**src/rtl/rgb_fader_pkg.sv**
```systemverilog
// Shared definitions for the RGB LED fader: state encoding, default sizing,
// and the packed-triple width helper used by upstream colour sequencers.
`define RGB_TRIPLE_W(bits) (3*(bits))

package rgb_fader_pkg;

    localparam logic ST_IDLE = 1'b0;
    localparam logic ST_FADE = 1'b1;

    typedef enum logic {
        S_IDLE = ST_IDLE,
        S_FADE = ST_FADE
    } state_t;

    localparam int DEF_PWM_BITS = 8;
    localparam int DEF_STEP_DIV = 16384;

endpackage

```
**src/rtl/rgb_fader_pwm_channel.sv**
```systemverilog
// One colour channel: current/target duty, +/-1 ramp step, period-aligned
// shadow duty and the registered active-low PWM pin.
module pwm_channel #(
    parameter int PWM_BITS = 8
) (
    input  logic                clk,
    input  logic                rst,
    input  logic                load,
    input  logic                step,
    input  logic [PWM_BITS-1:0] tgt_in,
    input  logic [PWM_BITS-1:0] pwm_cnt,
    input  logic                pwm_wrap,
    output logic                eq,
    output logic                led
);

    logic [PWM_BITS-1:0] cur;
    logic [PWM_BITS-1:0] tgt;
    logic [PWM_BITS-1:0] shadow;

    always_ff @(posedge clk) begin
        if (rst) begin
            cur    <= '0;
            tgt    <= '0;
            shadow <= '0;
            led    <= 1'b1;
        end else begin
            if (load) begin
                tgt <= tgt_in;
            end
            if (step) begin
                if (cur < tgt) begin
                    cur <= cur + 1'b1;
                end else if (cur > tgt) begin
                    cur <= cur - 1'b1;
                end
            end
            // Shadow only moves at the period boundary so a period is never cut short.
            if (pwm_wrap) begin
                shadow <= cur;
            end
            led <= ~(pwm_cnt < shadow);
        end
    end

    assign eq = (cur == tgt);

endmodule

```
**src/rtl/rgb_fader.sv**
```systemverilog
// RGB LED fader top: handshake/fade state machine, step timer and the shared
// free-running PWM counter feeding three channel instances.
module rgb_fader
    import rgb_fader_pkg::*;
#(
    parameter int PWM_BITS = DEF_PWM_BITS,
    parameter int STEP_DIV = DEF_STEP_DIV
) (
    input  logic                clk,
    input  logic                rst,
    input  logic                tgt_valid,
    output logic                tgt_ready,
    input  logic [PWM_BITS-1:0] tgt_r,
    input  logic [PWM_BITS-1:0] tgt_g,
    input  logic [PWM_BITS-1:0] tgt_b,
    output logic                busy,
    output logic                red_led,
    output logic                green_led,
    output logic                blue_led
);

    localparam int TW = (STEP_DIV > 2) ? $clog2(STEP_DIV) : 1;
    localparam logic [TW-1:0]       STEP_LAST = TW'(STEP_DIV - 1);
    localparam logic [PWM_BITS-1:0] PWM_LAST  = '1;

    state_t              state;
    state_t              state_nx;
    logic [TW-1:0]       step_cnt;
    logic [PWM_BITS-1:0] pwm_cnt;
    logic                accept;
    logic                step;
    logic                tick;
    logic                pwm_wrap;
    logic [2:0]          eq;

    assign tick     = (step_cnt == STEP_LAST);
    assign pwm_wrap = (pwm_cnt == PWM_LAST);

    always_ff @(posedge clk) begin
        if (rst) begin
            state <= S_IDLE;
        end else begin
            state <= state_nx;
        end
    end

    always_comb begin
        state_nx = state;
        accept   = 1'b0;
        step     = 1'b0;
        case (state)
            S_IDLE: begin
                if (tgt_valid) begin
                    accept   = 1'b1;
                    state_nx = S_FADE;
                end
            end
            S_FADE: begin
                step = tick;
                if (&eq) begin
                    state_nx = S_IDLE;
                end
            end
        endcase
    end

    assign tgt_ready = (state == S_IDLE);
    assign busy      = (state == S_FADE);

    // Restarting on accept puts the first tick exactly STEP_DIV cycles out.
    always_ff @(posedge clk) begin
        if (rst || accept || tick) begin
            step_cnt <= '0;
        end else begin
            step_cnt <= step_cnt + 1'b1;
        end
    end

    always_ff @(posedge clk) begin
        if (rst) begin
            pwm_cnt <= '0;
        end else begin
            pwm_cnt <= pwm_cnt + 1'b1;
        end
    end

    pwm_channel #(.PWM_BITS(PWM_BITS)) u_red (
        .clk      (clk),
        .rst      (rst),
        .load     (accept),
        .step     (step),
        .tgt_in   (tgt_r),
        .pwm_cnt  (pwm_cnt),
        .pwm_wrap (pwm_wrap),
        .eq       (eq[0]),
        .led      (red_led)
    );

    pwm_channel #(.PWM_BITS(PWM_BITS)) u_green (
        .clk      (clk),
        .rst      (rst),
        .load     (accept),
        .step     (step),
        .tgt_in   (tgt_g),
        .pwm_cnt  (pwm_cnt),
        .pwm_wrap (pwm_wrap),
        .eq       (eq[1]),
        .led      (green_led)
    );

    pwm_channel #(.PWM_BITS(PWM_BITS)) u_blue (
        .clk      (clk),
        .rst      (rst),
        .load     (accept),
        .step     (step),
        .tgt_in   (tgt_b),
        .pwm_cnt  (pwm_cnt),
        .pwm_wrap (pwm_wrap),
        .eq       (eq[2]),
        .led      (blue_led)
    );

endmodule
```
**config.mk**
```make
export PLATFORM = sky130hd
export DESIGN_NAME = rgb_fader
export DESIGN_NICKNAME = d
export VERILOG_FILES = /design/src/rtl/rgb_fader_pkg.sv /design/src/rtl/rgb_fader_pwm_channel.sv /design/src/rtl/rgb_fader.sv
export SDC_FILE = /design/constraint.sdc
export NUM_CORES = 1
export LEC_CHECK = 0
export ABC_CLOCK_PERIOD_IN_PS = 8070
export CAP_MARGIN = 20
export CORE_ASPECT_RATIO = 0.7
export CORE_UTILIZATION = 50
export CTS_BUF_LIST = sky130_fd_sc_hd__clkbuf_4 sky130_fd_sc_hd__clkbuf_8
export CTS_CLUSTER_DIAMETER = 150
export CTS_CLUSTER_SIZE = 25
export DETAILED_ROUTE_END_ITERATION = 16
export PLACE_DENSITY = 0.69
export SLEW_MARGIN = 10
export SYNTH_ARGS = -nofsm -noshare
export SYNTH_HDL_FRONTEND = slang
export SYNTH_SLANG_ARGS = --single-unit
```
**constraint.sdc**
```tcl
create_clock -name clk -period 8.07 [get_ports clk]
set_input_delay 1.614 -clock clk [delete_from_list [all_inputs] [get_ports clk]]
set_output_delay 1.614 -clock clk [all_outputs]
set_load 0.03 [all_outputs]
```
# Word level (Yosys, flattened, before mapping)
# Cells that the tools add are included.
# Widths: inputs -> output; s select.
# totals
reg_bits	98
output_inout_bits	5
in_bits	27
# op_classes
n_lt_le_gt_ge	9
mux	11
bitwise	4
add_sub_neg	8
n_reduce_logical	9
n_eq_ne	5
# op_table
op	count
$lt 8x8->1	6
$mux 8	6
$add 8x1->8 const B	4
$eq 8x8->1	3
$gt 8x8->1	3
$sub 8x1->8 const B	3
$add 14x1->14 const B	1
$eq 14x14->1 const B	1
$eq 8x8->1 const B	1
$reduce_and 2->1	3
$reduce_bool 2->1	3
$mux 1	4
$not 1->1	4
$reduce_and 3->1	1
$logic_or 1x1->1	2
$pmux 1 s2	1

# Longest topological paths before layout
# logic_depth
ltp_word	4
ltp_mapped	13

# Modules after synthesis
# Synthesis repeated with hierarchy kept, for this count alone.
# hier_totals
hier_cells	630
area_unflattened_um2	5756.8
# by_module_without_submodules
module	area_per_inst_um2	n_inst	seq_area_each_um2	cells_per_inst
pwm_channel	1590.3	3	500.5	174
rgb_fader	985.9	1	460.4	108

# Least setup slack after synthesis
# Ideal clock, no wire load.
# synth_timing
kind	register to register
from	reg u_red.cur[1]
to	reg u_red.cur[7]
required_time_ns	7.947
synth_period_minus_slack_ns	3.197
stages_incl_launch_ff	13
setup_ns	0.123
path_slack_ns	4.873
t_arrival_ns	3.074
path_buffers	0
path_cell_list	dfxtp_1 > ha_1 > nor2b_1 > o211ai_1 > a21oi_1 > nand2b_1 > ha_1 > and3_1 > a221oi_2 > a21oi_1 > or4_1 > nand3_1 > mux2_1
# synth_between
elab_chain_len	3
word_cells_on_any_way	8
classes_between	add/sub: 2; order compare: 2; mux: 2; reduce/logical: 2
# synth_rtl
element	line_no	rtl
start: declaration	rgb_fader_pwm_channel.sv:17	logic [PWM_BITS-1:0] cur;
start signal: assignment	rgb_fader_pwm_channel.sv:33	cur <= cur + 1'b1;
start signal: assignment	rgb_fader_pwm_channel.sv:35	cur <= cur - 1'b1;
$sub 8x1->8, or another cell as far along	rgb_fader_pwm_channel.sv:35	
$mux 8 or $reduce_bool 2->1 (tied branches)	-	
$mux 8 or $reduce_and 2->1 (tied branches)	-	
# Parallel ways exist; a longest one is shown, timed or not. The select of a mux whose other input is x is not followed.
# A chain may end at the register's enable or synchronous reset.

# Final worst setup path
# layout_timing
from	reg u_blue.cur[1]
to	reg u_blue.cur[7]
# layout_between
elab_chain_len	3
word_cells_on_any_way	8
classes_between	add/sub: 2; order compare: 2; mux: 2; reduce/logical: 2
# layout_rtl
element	line_no
start: declaration	rgb_fader_pwm_channel.sv:17
start signal: assignment	rgb_fader_pwm_channel.sv:33
start signal: assignment	rgb_fader_pwm_channel.sv:35
$sub 8x1->8, or another cell as far along	rgb_fader_pwm_channel.sv:35
$mux 8 or $reduce_bool 2->1 (tied branches)	-
$mux 8 or $reduce_and 2->1 (tied branches)	-
# Parallel ways exist; a longest one is shown, timed or not. The select of a mux whose other input is x is not followed.

==> results.yml <==
run_status:
  result_of_the_run: "completed"
placed_design:
  placed_cells_incl_taps: 789
  place_hpwl_mm: 7.97
  gpl.final_weighted_congestion: 0.800
  portBuffers: 31
sta:
  worst_hold_slack_ns: 0.455
  layout_worst_path_cycle_share: 0.441
  timing.clock.skew_ns: 0.0126
  finalMaxSlewViolations: 0
  unrepaired_setup_endpoints_after_global_routing: "no"
  fin_tns_setup_ns: 0
  final-setup-viol-count: 0
  worstMarginPinSlew_ns: 0.985
  fmax_ghz: 0.281
  total_count_of_hold_check_failures_in_the_final_report: 0
  relSlewSlack: 0.340
  finalCriticalPeriod_ns: 3.56
pwr:
  powerDensity_nw_per_um2: 164
  power.switching_w: 0.000263
  power.leakage_nw: 2.37
  switching_share: 0.270
  relative_contribution_of_the_clock_network_to_total_power: 0.338
  worst_ir_drop_vdd_mv: 0.100
  intPower_w: 0.000711
  power.combinational.fraction: 0.145
  sequentialPowerShare: 0.517
  p_total_w: 0.000974
layout:
  final_util: 0.572
  area_added_between_synthesis_and_finish_pct: 10.8
  drive_above_1_share: 0.0357
  finish.cell_count_without_fillers: 805
  layout_common_cells: "nand2_1, dfxtp_1, a21oi_1, ha_1, inv_1"
  finish.net_count: 763
  final_common_cell: "nand2_1"
  antenna_fix_cells: 0
clock_network:
  post-cts-setup-buffer-count: 0
  number_of_h_tree_levels: 3
  cts-buffers-inserted: 9
  cts_tree: "yes"
  ctsResizeCount: 0
  path_clk_slew_ns: 0.09
  root_buffer: "clkbuf_8"
  cts_num_sinks: 98
  clock_path_buffers: 2
  cts_hold_buf: 0
  clock_latency_ns: 0.38
critical_path:
  worstSetupEndpointType: "register"
  timing.critical_path.depth: 12
  critical-path-max-stage-delay_ns: 0.44
  timing.critical_path.buf_inv: 0
  r2r_start: "u_blue.cur[1]"
  worstPathCellList: "ha_1 -> nor2b_1 -> o211ai_1 -> a21oi_1 -> nand2b_1 -> ha_1 -> and3_1 -> a221oi_2 -> a21oi_1 -> or4_1 -> nand3_1 -> mux2_1"
  setup.reg_to_reg.worst_slack_ns: 4.51
  rr_worst_depth: 12
  critical_path_class: "reg2reg"
  regToRegEndpoint: "u_blue.cur[7]"
  cpMaxStageDelayCell: "dfxtp_1"
  cpLargestDelayFamily: "simple AND/OR/NAND/NOR gates"
  worst-path-max-fanout: 7
  arrival_worst_endpoint_ns: 3.82
  cp_data_required_time_ns: 8.33
  critPathLaunchType: "register"
route:
  drt-pass1-iter-count: 4
  drt.antenna.violating_nets: 0
  drt_first_iter_violations: 141
  avgRoutedWirePerCell_um: 13.4
  residual_drc: 0
  detailroute.via_count: 4319
  vias_per_cell: 5.37
  detail_route.wirelength_mm: 10.8
yosys:
  synth-main-ff-cell: "dfxtp_1"
  ys_async_sr_fraction: 0
  yosys_register_bits: 98
  yosys_warnings: 0
  synth_enable_flop_cells: 0
  mappedNetlistNets: 744
  synth_cells: 649
  mappedNetlistArea_um2: 5370
  avgSynthCellArea_um2: 8.27
  synth_sequential_area_ratio: 0.366
  synth_cell_type_count: 41
hold_path:
  timing.hold.worst_path_depth: 2
  hp-start: "u_blue.shadow[5]"
  timing.hold.worst.class: "reg2reg"
  worst_hold_path.endpoint: "u_blue.shadow[5]"
grt:
  largest_net_degree_at_the_start_of_global_routing: 49
  first_pass_grt_wire_length_mm: 19.1
  grt.total_usage: 0.215
  antenna_found_initial: 0
  globalRouteOverflowTotal: 0
  via_count_of_the_first_global_routing_pass: 4270
floorplan:
  core-area_um2: 10400
  initial_core_util: 0.516
  floorplan.die.height_um: 88.7
  fp-row-count: 31
  io_pins: 32
  dieArea_um2: 11200
  die_span_x_um: 126
job:
  cap_viol_max_count: 0
==> final cells by class <==
class	count	area, um^2
Inverter	56	210
Clock inverter	5	63.8
Tap cell	132	165
Clock buffer	11	139
Timing Repair Buffer	32	313
Fill cell	971	4450
Sequential cell	98	1960
Multi-Input combinational cell	471	3100
==> cells by family (layout without fill, tap and decap cells) <==
family,after synthesis,after routing,synth area share
fa+ha+maj,68,68,0.163
buf+inv,80,104,0.0580
simple gates,219,219,0.177
xor+xnor,31,31,0.0506
mux,15,15,0.0287
compound gates,138,138,0.157
flops,98,98,0.366
==> metrics by stage <==
stage               area, um^2  worst slack [ns]
detailed placement        5750              4.39
floorplan                 5370              4.87
global placement          5750              4.48
global route              5950              4.28
finish                    5950              4.51
CTS                       5950              4.52
==> metal layers <==
| metal | wire length [um] | global-route usage | part of all wire |
|---|---|---|---|
| met1 | 5260 | 0.261 | 0.49 |
| met2 | 5100 | 0.390 | 0.47 |
| met3 | 332 | 0.0490 | 0.031 |
| met4 | 84 | 0.0526 | 0.0078 |
| met5 | 0 | 0 | 0 |
==> power groups by stage <==
| stage | Clock (W) | Sequential, W | Combinational [W] |
|---|---|---|---|
| final | 0.000329 | 0.000503 | 0.000142 |
| after global routing | 0.000358 | 0.000505 | 0.000161 |
| after CTS | 0.000337 | 0.000504 | 0.000143 |
| after detailed placement | 0 | 0.000515 | 0.000141 |
| after global placement | 0 | 0.000514 | 0.000136 |
| after floorplan | 0 | 0.000516 | 0.0000995 |
==> registers in the layout, summed over array words and instances, names as in the netlist <==
signal	cells
u_red.cur	8
u_red.tgt	8
busy	1
u_green.cur	8
u_red.led	1
u_green.tgt	8
u_blue.tgt	8
pwm_cnt	8
u_green.shadow	8
u_red.shadow	8
u_green.led	1
step_cnt	14
u_blue.shadow	8
u_blue.led	1
u_blue.cur	8
==> cells in the mapped netlist, drive strengths merged, types with 3 or more instances <==
library cell | number | share of area
nand3 | 10 | 0.0093
o221ai | 3 | 0.0049
ha | 65 | 0.15
nand4b | 3 | 0.0049
fa | 3 | 0.011
a211o | 3 | 0.0049
xnor2 | 23 | 0.038
a211oi | 7 | 0.0098
or2 | 3 | 0.0035
nand4 | 10 | 0.012
a21oi | 76 | 0.071
and3 | 6 | 0.0070
inv | 56 | 0.039
xor2 | 8 | 0.013
nand2 | 115 | 0.080
clkbuf | 18 | 0.013
a21o | 16 | 0.022
nor2 | 51 | 0.036
nor2b | 8 | 0.0093
o211ai | 3 | 0.0042
o21bai | 3 | 0.0042
o21a | 6 | 0.0084
buf | 6 | 0.0063
o21ai | 9 | 0.0084
nand2b | 8 | 0.0093
mux2i | 12 | 0.022
mux2 | 3 | 0.0063
dfxtp | 98 | 0.37
a31oi | 4 | 0.0047
==> worst reg2reg max path, cell delays in order (launching register included) <==
cell	delay (ns)
dfxtp_1	0.44
ha_1	0.28
nor2b_1	0.14
o211ai_1	0.21
a21oi_1	0.13
nand2b_1	0.30
ha_1	0.40
and3_1	0.21
a221oi_2	0.33
a21oi_1	0.15
or4_1	0.42
nand3_1	0.11
mux2_1	0.33
==> worst max-delay path by stage <==
stage	from	endpoint
detailed placement	tgt_valid	step_cnt[13]
global placement	tgt_valid	step_cnt[7]
global route	u_red.cur[1]	u_red.cur[7]
floorplan	u_red.cur[1]	u_red.cur[7]
finish	u_blue.cur[1]	u_blue.cur[7]
CTS	u_blue.cur[1]	u_blue.cur[7]
No activity file was read; power rests on OpenSTA's default activity.
